===== src/rtl/axi_rd_arbiter.sv =====
// rtl/axi_rd_arbiter.sv - three-way AXI read arbiter (Icache, Dcache, uncached) with ID-based return routing
// Optional round-robin grant: define AXI_RD_RR_ARB_EN.
module axi_rd_arbiter #(
  parameter logic [3:0] ID_ICACHE = 4'd0,
  parameter logic [3:0] ID_DCACHE = 4'd1,
  parameter logic [3:0] ID_UNC    = 4'd2
) (
  input  logic        clk,
  input  logic        reset,
  input  logic        icache_rd_req,
  input  logic [2:0]  icache_rd_type,
  input  logic [31:0] icache_rd_addr,
  output logic        icache_rd_rdy,
  output logic        icache_ret_valid,
  output logic        icache_ret_last,
  output logic [31:0] icache_ret_data,
  input  logic        dcache_rd_req,
  input  logic [2:0]  dcache_rd_type,
  input  logic [31:0] dcache_rd_addr,
  output logic        dcache_rd_rdy,
  output logic        dcache_ret_valid,
  output logic        dcache_ret_last,
  output logic [31:0] dcache_ret_data,
  input  logic        unc_req,
  input  logic [1:0]  unc_size,
  input  logic [31:0] unc_addr,
  output logic        unc_addr_ok,
  output logic        unc_data_ok,
  output logic [31:0] unc_rdata,
  output logic [3:0]  arid,
  output logic [31:0] araddr,
  output logic [7:0]  arlen,
  output logic [2:0]  arsize,
  output logic [1:0]  arburst,
  output logic        arvalid,
  input  logic        arready,
  input  logic [3:0]  rid,
  input  logic [31:0] rdata,
  input  logic        rlast,
  input  logic        rvalid,
  output logic        rready
);

  typedef enum logic {AR_IDLE, AR_SEND} state_t;
  state_t state, state_nxt;

  logic busy_i, busy_d, busy_u;
  logic elig_i, elig_d, elig_u;
  logic gnt_i, gnt_d, gnt_u, gnt_any;
  logic idle_ok;
  logic clr_i, clr_d, clr_u;

  logic [31:0] sel_addr;
  logic [3:0]  sel_id;
  logic [2:0]  sel_type;
  logic [7:0]  sel_len;
  logic [2:0]  sel_size;

  assign elig_i  = icache_rd_req & ~busy_i;
  assign elig_d  = dcache_rd_req & ~busy_d;
  assign elig_u  = unc_req & ~busy_u;
  assign idle_ok = (state == AR_IDLE) & ~reset;
  assign gnt_any = gnt_i | gnt_d | gnt_u;

`ifdef AXI_RD_RR_ARB_EN
  // 0 = Icache, 1 = Dcache, 2 = uncached; first source searched next time
  logic [1:0] rr_ptr;

  always_comb begin
    gnt_i = 1'b0;
    gnt_d = 1'b0;
    gnt_u = 1'b0;
    if (idle_ok) begin
      case (rr_ptr)
        2'd1: begin
          if (elig_d) gnt_d = 1'b1;
          else if (elig_u) gnt_u = 1'b1;
          else if (elig_i) gnt_i = 1'b1;
        end
        2'd2: begin
          if (elig_u) gnt_u = 1'b1;
          else if (elig_i) gnt_i = 1'b1;
          else if (elig_d) gnt_d = 1'b1;
        end
        default: begin
          if (elig_i) gnt_i = 1'b1;
          else if (elig_d) gnt_d = 1'b1;
          else if (elig_u) gnt_u = 1'b1;
        end
      endcase
    end
  end

  always_ff @(posedge clk) begin
    if (reset) rr_ptr <= 2'd0;
    else if (gnt_i) rr_ptr <= 2'd1;
    else if (gnt_d) rr_ptr <= 2'd2;
    else if (gnt_u) rr_ptr <= 2'd0;
  end
`else
  always_comb begin
    gnt_i = 1'b0;
    gnt_d = 1'b0;
    gnt_u = 1'b0;
    if (idle_ok) begin
      if (elig_d) gnt_d = 1'b1;
      else if (elig_u) gnt_u = 1'b1;
      else if (elig_i) gnt_i = 1'b1;
    end
  end
`endif

  assign icache_rd_rdy = gnt_i;
  assign dcache_rd_rdy = gnt_d;
  assign unc_addr_ok   = gnt_u;

  always_comb begin
    sel_addr = icache_rd_addr;
    sel_id   = ID_ICACHE;
    sel_type = icache_rd_type;
    sel_len  = 8'd0;
    sel_size = 3'd2;
    if (gnt_d) begin
      sel_addr = dcache_rd_addr;
      sel_id   = ID_DCACHE;
      sel_type = dcache_rd_type;
    end
    if (gnt_u) begin
      sel_addr = unc_addr;
      sel_id   = ID_UNC;
      sel_size = {1'b0, unc_size};
    end else begin
      case (sel_type)
        3'b100: begin sel_len = 8'd3; sel_size = 3'd2; end
        3'b000, 3'b001, 3'b010: sel_size = sel_type;
        default: sel_size = 3'd2;
      endcase
    end
  end

  always_comb begin
    state_nxt = state;
    case (state)
      AR_IDLE: if (gnt_any) state_nxt = AR_SEND;
      AR_SEND: if (arready) state_nxt = AR_IDLE;
      default: state_nxt = AR_IDLE;
    endcase
  end

  assign clr_i = rvalid & rlast & (rid == ID_ICACHE);
  assign clr_d = rvalid & rlast & (rid == ID_DCACHE);
  assign clr_u = rvalid & rlast & (rid == ID_UNC);

  always_ff @(posedge clk) begin
    if (reset) begin
      state  <= AR_IDLE;
      araddr <= 32'd0;
      arid   <= 4'd0;
      arlen  <= 8'd0;
      arsize <= 3'd2;
      busy_i <= 1'b0;
      busy_d <= 1'b0;
      busy_u <= 1'b0;
    end else begin
      state <= state_nxt;
      if (gnt_any) begin
        araddr <= sel_addr;
        arid   <= sel_id;
        arlen  <= sel_len;
        arsize <= sel_size;
      end
      busy_i <= (busy_i & ~clr_i) | gnt_i;
      busy_d <= (busy_d & ~clr_d) | gnt_d;
      busy_u <= (busy_u & ~clr_u) | gnt_u;
    end
  end

  assign arvalid = (state == AR_SEND);
  assign arburst = 2'b01;
  assign rready  = 1'b1;

  // Beats with an unknown rid match no source and simply vanish
  assign icache_ret_valid = rvalid & (rid == ID_ICACHE);
  assign icache_ret_last  = rvalid & rlast & (rid == ID_ICACHE);
  assign icache_ret_data  = rdata;
  assign dcache_ret_valid = rvalid & (rid == ID_DCACHE);
  assign dcache_ret_last  = rvalid & rlast & (rid == ID_DCACHE);
  assign dcache_ret_data  = rdata;
  assign unc_data_ok      = clr_u;
  assign unc_rdata        = rdata;

endmodule

===== config.mk =====
export PLATFORM = sky130hd
export DESIGN_NAME = axi_rd_arbiter
export DESIGN_NICKNAME = d
export VERILOG_FILES = /design/src/rtl/axi_rd_arbiter.sv
export SDC_FILE = /design/constraint.sdc
export NUM_CORES = 1
export LEC_CHECK = 0
export BUFFER_PORTS_ARGS = -buffer_cell sky130_fd_sc_hd__buf_2
export CORE_AREA = 8 8 112 114
export DETAILED_ROUTE_END_ITERATION = 12
export DIE_AREA = 0 0 120 122
export PLACE_DENSITY = 0.66
export SKIP_CTS_REPAIR_TIMING = 1
export SYNTH_ARGS = -nofsm -noshare
export SYNTH_HDL_FRONTEND = slang
export SYNTH_SLANG_ARGS = --single-unit

===== constraint.sdc =====
create_clock -name clk -period 2.8 [get_ports clk]
set_input_delay 0.56 -clock clk [delete_from_list [all_inputs] [get_ports clk]]
set_output_delay 0.56 -clock clk [all_outputs]
set_load 0.02 [all_outputs]

==> results.yml <==
synth:
  asyncSetResetFlopFracSynth: 0
  muxShareOfSynthArea: 0.121
  ys_warn_count: 0
  post_synth_instance_area_um2: 2980
  synth_top_family_by_area: "buffers and inverters"
  ys_ff_latch: 42
  syn_avg_cell_area_um2: 8.43
  netlist-cell-type-count: 36
  synth_simple_gate_area_share: 0.118
  synth_compound_gate_area_share: 0.165
  synthXorXnorAreaFrac: 0
  synthFlopType: "dfxtp_1"
  yosysSeqAreaShare: 0.282
  synth-edff-count: 0
  netlist_instances: 354
  synth_fa_ha_area_frac: 0
sta:
  final-setup-viol-count: 0
  totalNegativeSetupSlack_ns: 0
  min_period_ns: 2.37
  worst_slew_pin_slew_ns: 0.522
  hold_viol: 0
  final.setup_skew_ns: 0.00345
  post_route_clock_period_utilization: 0.845
  maxSlewViolCount: 0
  worst_rel_slew_slack: 0.652
  max_freq_mhz: 423
  unrepaired_setup_endpoints_after_global_routing: "no"
cells_and_area:
  layout_commonest_cell: "buf_2"
  final_layout_size_suffix_gt1_frac: 0.447
  fillerInstances: 1166
  nNetsFinal: 559
  final-instance-count-excl-fill: 552
  n_antenna_cell: 0
  syn2layout_area_growth_pct: 9.40
  mostFrequentLayoutCells: "buf_2 (163), dfxtp_1 (42), mux2_1 (31)"
route:
  met3WireLength_mm: 1.18
  avgRoutedWirePerCell_um: 17.0
  finalWirelength_mm: 9.36
  drt_iter0_drc: 72
  route.antenna.remaining_nets: 0
  routed-wl-met2_mm: 4.76
  drt-pass1-iter-count: 4
  m1WireLength_mm: 3.30
  routed.top_layer: "met4"
  detailed_route_drc_error_count: 0
  num_vias: 2539
  routed_via_density: 4.60
place:
  hpwlAfterDp_mm: 7.71
  gp_routability_congestion: 0.744
  portBuffers: 163
  dp_cells: 544
critical_path:
  cp_max_fo: 14
  worstPathRequired_ns: 2.24
  path_class: "in -> out"
  setup.worst_path.end_class: "primary output"
  worst-endpoint-arrival_ns: 1.81
  type_of_element_launching_the_critical_path: "input port"
clock_tree:
  cts_max_level: 2
  insertion_delay_ns: 0.29
  cts-buffers-inserted: 5
  clk_transition_reported_paths_ns: 0.08
  cts_sinks: 42
  cts_tree: "done"
  clock_tree.root_cell: "clkbuf_8"
  clock_path_buffers: 2
pwr:
  swShare: 0.347
  comb_power_share: 0.328
  seq_power_share: 0.427
  power.net_switching_mw: 0.583
  leakage_nw: 1.56
  internal_power_mw: 1.10
  p_total_mw: 1.68
  power.density_nw_per_um2: 514
  power.clock.fraction: 0.244
  max-vdd-ir-drop_mv: 0.154
floorplan:
  floorplan.initialDensity: 0.279
  fp.dieArea_um2: 14600
  placeableCoreArea_um2: 10700
  fp-row-count: 38
  design.portCount: 303
  die_w_um: 120
  die_h_um: 122
grt:
  grt_max_degree: 33
  grt_overflow: 0
  globalRouteTotalUtil: 0.119
  vias_in_the_first_global_route: 2750
  antenna_found_initial: 0
  grt_pass1_wl_mm: 14.1
worst_hold_path:
  hold_class: "reg -> reg"
flow_run:
  drv_cap: 0
run_status:
  run_status: "finished, final reports clean"
==> synthesized netlist by cell type (2+ instances only) <==
master    instances  share of area
buf_4           112           0.28
dfxtp_1          42           0.28
mux2_1           31           0.12
nand3_1          27          0.045
o21ai_1          25          0.042
o22ai_1          24          0.050
nand2_1          15          0.019
a21oi_1          11          0.018
clkbuf_1         10          0.013
buf_2             7          0.012
nor2_1            7         0.0088
o221ai_1          7          0.021
and3_1            4         0.0084
nor2b_1           3         0.0063
a21o_1            2         0.0050
a31oi_1           2         0.0042
and3b_1           2         0.0059
conb_1            2         0.0025
inv_1             2         0.0025
nor3_1            2         0.0034
nor4b_1           2         0.0059
==> logic make-up after synthesis <==
family | Yosys count
buffers and inverters | 133
AOI/OAI and AO/OA | 79
and+or+nand+nor | 66
DFF | 42
muxes | 32
other | 2
==> final cells by class <==
| class | count | area [um2] | area share |
|---|---|---|---|
| flip-flops and latches | 42 | 841 | 0.258 |
| clock inverters | 1 | 5.00 | 0.00153 |
| multi-input cells | 188 | 1260 | 0.385 |
| well taps | 140 | 175 | 0.0537 |
| clock buffers | 7 | 86.3 | 0.0265 |
| repair buffers | 171 | 888 | 0.272 |
| inverters | 3 | 11.3 | 0.00345 |
==> power groups by stage <==
| stage | sequential, mW | combinational, mW | clock [mW] |
|---|---|---|---|
| 6_report | 0.717 | 0.551 | 0.410 |
| 5_1_grt | 0.728 | 0.602 | 0.466 |
| 4_1_cts | 0.718 | 0.559 | 0.442 |
| 3_5_place_dp | 0.732 | 0.559 | 0 |
| 3_3_place_gp | 0.727 | 0.547 | 0 |
| 2_1_floorplan | 0.821 | 0.458 | 0 |
==> worst paths after layout <==
kind	from	endpoint	slack (ns)	cells past startpoint
worst max-delay path	unc_req	unc_addr_ok	0.43	5
worst min-delay path	araddr[5]	araddr[5]	0.45	2
worst min register to register	araddr[5]	araddr[5]	0.45	2
worst max register to register	busy_u	araddr[23]	0.88	6
==> routing by layer <==
layer,global-route usage,vias up
li1,-,1243
met3,0.0625,14
met1,0.110,1118
met2,0.222,164
met5,0,-
met4,0.0383,0
==> through the flow <==
stage                     setup WS [ns]  hold slack [ns]  utilization  instance area, um2
after floorplan                   0.590            0.445            -                3020
after global placement            0.485            0.436        0.296                3170
after detailed placement          0.424            0.442        0.296                3170
after CTS                         0.424            0.455        0.305                3260
after global routing              0.318            0.478        0.305                3260
final                             0.434            0.453        0.305                3260
==> worst max-delay path, stage by stage <==
cell and delay, ns:
buf_2 0.07, nor2b_1 0.41, nand3_1 0.23, inv_2 0.30, buf_2 0.23
==> flip-flops by register name (all words and copies together), names as in the netlist <==
| name | count |
|---|---|
| araddr | 32 |
| arid | 2 |
| arlen | 1 |
| arsize | 3 |
| arvalid | 1 |
| busy_d | 1 |
| busy_i | 1 |
| busy_u | 1 |
Note: power is estimated with default switching activity, not from simulation.
